File: src/rtl/fan_ctrl_pkg.sv
// Shared types and constants for the multi-channel fan controller.
package fan_ctrl_pkg;

  typedef enum logic [2:0] {
    OFF   = 3'd0,
    KICK  = 3'd1,
    RUN   = 3'd2,
    RETRY = 3'd3,
    FAULT = 3'd4
  } ch_state_t;

  localparam logic MODE_MANUAL = 1'b0;
  localparam logic MODE_AUTO   = 1'b1;

endpackage

File: src/rtl/fan_channel.sv
// One fan channel: sequencing FSM, applied duty, tach counting and PWM compare.
//
// state | meaning
// OFF   | channel idle, duty 0
// KICK  | spin-up, full duty for KICK_PER periods, no stall checking
// RUN   | manual or temperature-stepped duty, stall checking active
// RETRY | one re-kick after the first silent tach window
// FAULT | fan stalled twice in a row, duty 0 until stall_clr
module fan_channel
  import fan_ctrl_pkg::*;
#(
  parameter int DUTY_W   = 8,
  parameter int TEMP_W   = 8,
  parameter int CNT_W    = 12,
  parameter int KICK_PER = 4,
  parameter int MIN_DUTY = 32
) (
  input  logic              clk_sys,
  input  logic              rst_b,
  input  logic              wrap,
  input  logic              win_end,
  input  logic [DUTY_W-1:0] pcnt,
  input  logic              en,
  input  logic              mode,
  input  logic [DUTY_W-1:0] duty_req,
  input  logic [TEMP_W-1:0] temp,
  input  logic [TEMP_W-1:0] t_lo,
  input  logic [TEMP_W-1:0] t_hi,
  input  logic              tach,
  input  logic              stall_clr,
  output logic              pwm,
  output logic [CNT_W-1:0]  tach_cnt,
  output logic [DUTY_W-1:0] duty,
  output logic              stall
);

  localparam logic [DUTY_W-1:0] DUTY_MAX  = '1;
  localparam logic [DUTY_W-1:0] DUTY_MIN  = DUTY_W'(MIN_DUTY);
  localparam int                KW        = $clog2(KICK_PER + 1);
  localparam logic [KW-1:0]     KICK_LOAD = KW'(KICK_PER);

  ch_state_t         state, state_nxt;
  logic [DUTY_W-1:0] duty_nxt, duty_auto;
  logic [KW-1:0]     kick_cnt, kick_nxt;
  logic              retry, retry_nxt;
  logic [2:0]        tach_sync;
  logic              tach_rise;
  logic [CNT_W-1:0]  edge_cnt;

  assign tach_rise = tach_sync[1] & ~tach_sync[2];
  assign stall     = (state == FAULT);

  // Synchronise tach, count rising edges, hand the count over at window end
  always_ff @(posedge clk_sys or negedge rst_b) begin
    if (!rst_b) begin
      tach_sync <= '0;
      edge_cnt  <= '0;
      tach_cnt  <= '0;
    end else begin
      tach_sync <= {tach_sync[1:0], tach};
      if (win_end) begin
        tach_cnt <= edge_cnt;
        edge_cnt <= {{(CNT_W-1){1'b0}}, tach_rise};
      end else if (tach_rise && edge_cnt != '1) begin
        edge_cnt <= edge_cnt + 1'b1;
      end
    end
  end

  // One temperature step of the automatic duty; illegal thresholds hold
  always_comb begin
    duty_auto = duty;
    if (t_lo <= t_hi) begin
      if (temp > t_hi && duty != DUTY_MAX)
        duty_auto = duty + 1'b1;
      else if (temp < t_lo && duty > DUTY_MIN)
        duty_auto = duty - 1'b1;
    end
  end

  // Next state, next applied duty, kick timer and retry flag
  always_comb begin
    state_nxt = state;
    duty_nxt  = duty;
    kick_nxt  = kick_cnt;
    retry_nxt = retry;
    case (state)
      OFF: begin
        duty_nxt  = '0;
        retry_nxt = 1'b0;
        if (en) begin
          state_nxt = KICK;
          kick_nxt  = KICK_LOAD;
        end
      end
      KICK, RETRY: begin
        if (wrap) begin
          if (kick_cnt == '0) begin
            state_nxt = RUN;
            duty_nxt  = (mode == MODE_AUTO) ? DUTY_MIN : duty_req;
          end else begin
            duty_nxt = DUTY_MAX;
            kick_nxt = kick_cnt - 1'b1;
          end
        end
      end
      RUN: begin
        if (win_end && edge_cnt == '0 && duty != '0) begin
          if (retry) begin
            state_nxt = FAULT;
            duty_nxt  = '0;
          end else begin
            state_nxt = RETRY;
            retry_nxt = 1'b1;
            kick_nxt  = KICK_LOAD;
          end
        end else begin
          if (win_end) retry_nxt = 1'b0;
          if (wrap) duty_nxt = (mode == MODE_AUTO) ? duty_auto : duty_req;
        end
      end
      FAULT: begin
        duty_nxt = '0;
        if (stall_clr) state_nxt = OFF;
      end
      default: begin
        state_nxt = OFF;
        duty_nxt  = '0;
      end
    endcase
    // Disable drops duty at once; a latched fault outranks it
    if (!en && state != FAULT) begin
      state_nxt = OFF;
      duty_nxt  = '0;
    end
  end

  // Channel state and applied duty registers, plus registered PWM compare
  always_ff @(posedge clk_sys or negedge rst_b) begin
    if (!rst_b) begin
      state    <= OFF;
      duty     <= '0;
      kick_cnt <= '0;
      retry    <= 1'b0;
      pwm      <= 1'b0;
    end else begin
      state    <= state_nxt;
      duty     <= duty_nxt;
      kick_cnt <= kick_nxt;
      retry    <= retry_nxt;
      pwm      <= (pcnt < duty);
    end
  end

endmodule

File: src/rtl/fan_ctrl_array.sv
// Multi-channel fan controller: shared timebases, per-channel fan_channel instances.
module fan_ctrl_array
  import fan_ctrl_pkg::*;
#(
  parameter int NUM_CH   = 2,
  parameter int DUTY_W   = 8,
  parameter int TEMP_W   = 8,
  parameter int PRESC_W  = 8,
  parameter int WIN_W    = 20,
  parameter int CNT_W    = 12,
  parameter int KICK_PER = 4,
  parameter int MIN_DUTY = 32
) (
  input  logic                     wb_clk_i,
  input  logic                     wb_rst_ni,
  input  logic [NUM_CH-1:0]        en_i,
  input  logic [NUM_CH-1:0]        mode_i,
  input  logic [NUM_CH*DUTY_W-1:0] duty_i,
  input  logic [NUM_CH*TEMP_W-1:0] temp_i,
  input  logic [TEMP_W-1:0]        t_lo_i,
  input  logic [TEMP_W-1:0]        t_hi_i,
  input  logic [PRESC_W-1:0]       presc_i,
  input  logic [NUM_CH-1:0]        tach_i,
  input  logic [NUM_CH-1:0]        stall_clr_i,
  output logic [NUM_CH-1:0]        pwm_o,
  output logic [NUM_CH*CNT_W-1:0]  tach_cnt_o,
  output logic                     tach_vld_o,
  output logic [NUM_CH*DUTY_W-1:0] duty_o,
  output logic [NUM_CH-1:0]        stall_o,
  output logic                     irq_o
);

  // PWM counter runs 0 .. 2^DUTY_W-2 so the all-ones duty is always high
  localparam logic [DUTY_W-1:0] PCNT_LAST = {{(DUTY_W-1){1'b1}}, 1'b0};

  logic [PRESC_W-1:0] presc_cnt;
  logic [DUTY_W-1:0]  pcnt;
  logic [WIN_W-1:0]   win_cnt;
  logic               tick, wrap, win_end;

  assign tick    = (presc_cnt == '0);
  assign wrap    = tick && (pcnt == PCNT_LAST);
  assign win_end = &win_cnt;
  assign irq_o   = |stall_o;

  // Shared prescaler down-counter, PWM period counter and tach window
  always_ff @(posedge wb_clk_i or negedge wb_rst_ni) begin
    if (!wb_rst_ni) begin
      presc_cnt  <= '0;
      pcnt       <= '0;
      win_cnt    <= '0;
      tach_vld_o <= 1'b0;
    end else begin
      presc_cnt  <= tick ? presc_i : presc_cnt - 1'b1;
      if (tick) pcnt <= (pcnt == PCNT_LAST) ? '0 : pcnt + 1'b1;
      win_cnt    <= win_cnt + 1'b1;
      tach_vld_o <= win_end;
    end
  end

  for (genvar c = 0; c < NUM_CH; c++) begin : g_ch
    fan_channel #(
      .DUTY_W   (DUTY_W),
      .TEMP_W   (TEMP_W),
      .CNT_W    (CNT_W),
      .KICK_PER (KICK_PER),
      .MIN_DUTY (MIN_DUTY)
    ) u_ch (
      .clk_sys   (wb_clk_i),
      .rst_b     (wb_rst_ni),
      .wrap      (wrap),
      .win_end   (win_end),
      .pcnt      (pcnt),
      .en        (en_i[c]),
      .mode      (mode_i[c]),
      .duty_req  (duty_i[c*DUTY_W +: DUTY_W]),
      .temp      (temp_i[c*TEMP_W +: TEMP_W]),
      .t_lo      (t_lo_i),
      .t_hi      (t_hi_i),
      .tach      (tach_i[c]),
      .stall_clr (stall_clr_i[c]),
      .pwm       (pwm_o[c]),
      .tach_cnt  (tach_cnt_o[c*CNT_W +: CNT_W]),
      .duty      (duty_o[c*DUTY_W +: DUTY_W]),
      .stall     (stall_o[c])
    );
  end

endmodule

File: config.mk
export PLATFORM = sky130hd
export DESIGN_NAME = fan_ctrl_array
export DESIGN_NICKNAME = d
export VERILOG_FILES = /design/src/rtl/fan_ctrl_pkg.sv /design/src/rtl/fan_channel.sv /design/src/rtl/fan_ctrl_array.sv
export SDC_FILE = /design/constraint.sdc
export NUM_CORES = 1
export LEC_CHECK = 0
export CORE_ASPECT_RATIO = 0.7
export CORE_MARGIN = 2
export CORE_UTILIZATION = 51
export CTS_BUF_LIST = sky130_fd_sc_hd__clkbuf_16
export DETAILED_ROUTE_END_ITERATION = 16
export GPL_ROUTABILITY_DRIVEN = 0
export PLACE_DENSITY = 0.76
export SLEW_MARGIN = 20
export SYNTH_ARGS = -nofsm -noshare
export SYNTH_HDL_FRONTEND = slang
export SYNTH_SLANG_ARGS = --single-unit
File: constraint.sdc
create_clock -name wb_clk_i -period 4 [get_ports wb_clk_i]
set_clock_uncertainty 0.15 [all_clocks]
set_input_delay 0.8 -clock wb_clk_i [delete_from_list [all_inputs] [get_ports wb_clk_i]]
set_output_delay 0.8 -clock wb_clk_i [all_outputs]
set_load 0.02 [all_outputs]
==> run metrics <==
worst hold path type=reg -> reg; die width=roughly 150 um; non-filler instance count after layout=1186; Async SR Flop Fraction=1.00; pre-CTS setup slack=-630 ps; drt pass-1 iters=5; CP Class=in -> reg; CTS tree=built; port bufs=111; Syn Nets=between 900 and 1k; Primary FF master, synth=dfrtp_1; clock slew at reported path FFs=~60 ps; Finished Core Util=0.696; # fillers=1117; cell count after placement=1151; Pleak=4.71 nW; post-synth top area cell=dfrtp_1; ANT cells=0; Worst EP arrival=roughly 4200 ps; Synth cell types=between 60 and 70; Detail Route Antenna Nets=0; HPWL after DPL=approximately 14000 um; drc violations=0; final net count=between 1k and 1.5k; Critical Path RT=4200 ps; final wirelength=roughly 20000 um; Mapped Avg Cell Area=9.65 sq um; full die area=16200 sq um; period utilization=0.996; Slew HR=0.559; Initial Util=0.524; vias per inst=approximately 5.7; Remaining Overflow, GRT=0; cell area after synthesis=just under 8000 sq um; DR vias=~6.8k; pwr/cell area=roughly 560 nW/um^2; Worst VDD drop=0.442 mV; mean routed wirelength per cell=~17 um; core area=between 10000 and 15000 sq um; top post-synthesis cells by area=dfrtp_1, ha_1, mux2_2, nor2_1, inv_1; number of setup violations in the final report=0; first-pass GRT wire length=approximately 32000 um; number of flops mapped to enable cells by yosys=0; maximum capacitance violations=0; initial antenna violation count=0; fraction of layout cells with a size suffix above 1=0.169; final setup TNS=0 ps; RSZ-0062 raised after global routing=true; Max Freq=around 250 MHz; worst setup margin=approximately 17 ps; top cells by count, synth=dfrtp_1, nor2_1, ha_1; initial drt markers=447; I/O Pins=112; vias in the first global route=between 6k and 7k; count leader, synth=dfrtp_1; Worst setup EP type=flip-flop; Area growth syn-to-layout=32.7%; status=complete, no violations; synthesized flop and latch total=approximately 120; placement row count=37; total CTS buffers=17; top fanout value on the critical path=5; fin crit period=3980 ps; Post-Synthesis Cells=around 810; CTS Buffer Depth=2; Max Slew Vio Count=0; Clock Tree Root=clkbuf_16; Yosys top cell area share=0.396; clk sinks=around 120; synth warn=0; Startpoint Class=input pin; largest net degree at the start of global routing=slightly below 80; worst skew pair latency=approximately 410 ps; final hold violation count=0; Least-Margin Pin Slew=659 ps; Die H=between 100 and 150 um; Seq/Total Area, Yosys=0.396; CTS H-tree lvls=4; gr usage total=0.251
-- metrics by stage --
step	cell area, sq um	total power (W)	hold WS, ps
after floorplan	7770	0.00321	181
after global placement	9490	0.00401	182
final	10300	0.00582	196
after global routing	10300	0.00620	218
after detailed placement	9490	0.00405	186
after CTS	10100	0.00567	199
-- repair_timing --
item,4_1_cts,5_1_grt
gates resized for setup,8,27
buffers inserted,1,2
pin swaps,4,15
setup endpoints to repair,2,6
hold buffers,0,0
-- state kept, by name (all words and copies together) (netlist names), 2 cells and up --
signal	count
g_ch.u_ch.duty	16
g_ch.u_ch.edge_cnt	24
g_ch.u_ch.kick_cnt	6
g_ch.u_ch.pwm	2
g_ch.u_ch.retry	2
g_ch.u_ch.state	6
g_ch.u_ch.tach_cnt	24
g_ch.u_ch.tach_sync	6
pcnt	8
presc_cnt	8
win_cnt	20
-- placed cells by master, fill, tap and decap left out, types with 12 or more instances in the layout --
| cell | instances |
|---|---|
| nor2b_1 | 12 |
| o21ai_0 | 34 |
| nand2_1 | 50 |
| dfrtp_1 | 123 |
| xnor2_1 | 22 |
| or3_1 | 12 |
| buf_4 | 59 |
| mux2_2 | 38 |
| clkdlybuf4s50_1 | 110 |
| nand3_1 | 22 |
| a21oi_1 | 41 |
| xor2_1 | 22 |
| clkbuf_16 | 17 |
| nor2_1 | 83 |
| nand4_1 | 29 |
| inv_1 | 59 |
| ha_1 | 70 |
-- critical path: stages --
cell             delay [ps]
clkdlybuf4s50_1         460
inv_1                    70
ha_4                    270
o21ai_1                  80
o211a_1                 270
nor3_4                  250
nand2_4                 120
buf_4                   140
buf_4                   130
ha_1                    300
nor3_2                  190
nor2_1                   90
o41ai_4                  70
nand2b_1                 90
or4b_2                  610
nand3_1                 100
mux2_2                  140
-- final timing paths --
check	start	end	slack [ps]	cells past startpoint
setup / recovery	t_hi_i[7]	g_ch[1].u_ch.duty[7]	20	17
hold / removal	g_ch[0].u_ch.tach_sync[0]	g_ch[0].u_ch.tach_sync[1]	200	0
setup reg to reg	win_cnt[0]	g_ch[1].u_ch.duty[2]	760	9
hold reg to reg	g_ch[0].u_ch.tach_sync[0]	g_ch[0].u_ch.tach_sync[1]	200	0
max in group asynchronous	wb_rst_ni	win_cnt[12]	2610	2
min in group asynchronous	wb_rst_ni	g_ch[1].u_ch.tach_cnt[7]	250	1
-- where the power goes --
part	internal [W]	total (W)	switching [W]
clock	0.000930	0.00153	0.000603
combinational	0.00125	0.00250	0.00125
sequential	0.00145	0.00178	0.000331
-- layout make-up --
cell class	count	area, sq um	area share
Clock inverter	15	165	0.0160
Sequential cell	123	3080	0.299
Timing Repair Buffer	171	1580	0.153
Tap cell	195	244	0.0237
Clock buffer	17	425	0.0413
Inverter	60	225	0.0219
Multi-Input combinational cell	605	4590	0.446
-- routing by layer --
metal | wire length [um] | track usage | up-vias
li1 | - | - | 3265
met1 | 9590 | 0.387 | 3266
met2 | 8680 | 0.366 | 258
met3 | 1320 | 0.0475 | 15
met4 | 131 | 0.0582 | 0
met5 | 0 | 0 | -
-- kinds of logic (layout without fill, tap and decap cells) --
| group | after synthesis | after routing | synth area share |
|---|---|---|---|
| XOR/XNOR | 45 | 45 | 0.0525 |
| AO/OA/AOI/OAI | 174 | 174 | 0.148 |
| AND/OR/NAND/NOR | 264 | 264 | 0.173 |
| buffers and inverters | 77 | 263 | 0.0393 |
| adder cells (fa/ha/maj) | 80 | 80 | 0.131 |
| multiplexers | 42 | 42 | 0.0602 |
| flip-flops | 123 | 123 | 0.396 |
Note: power is estimated with default switching activity, not from simulation.
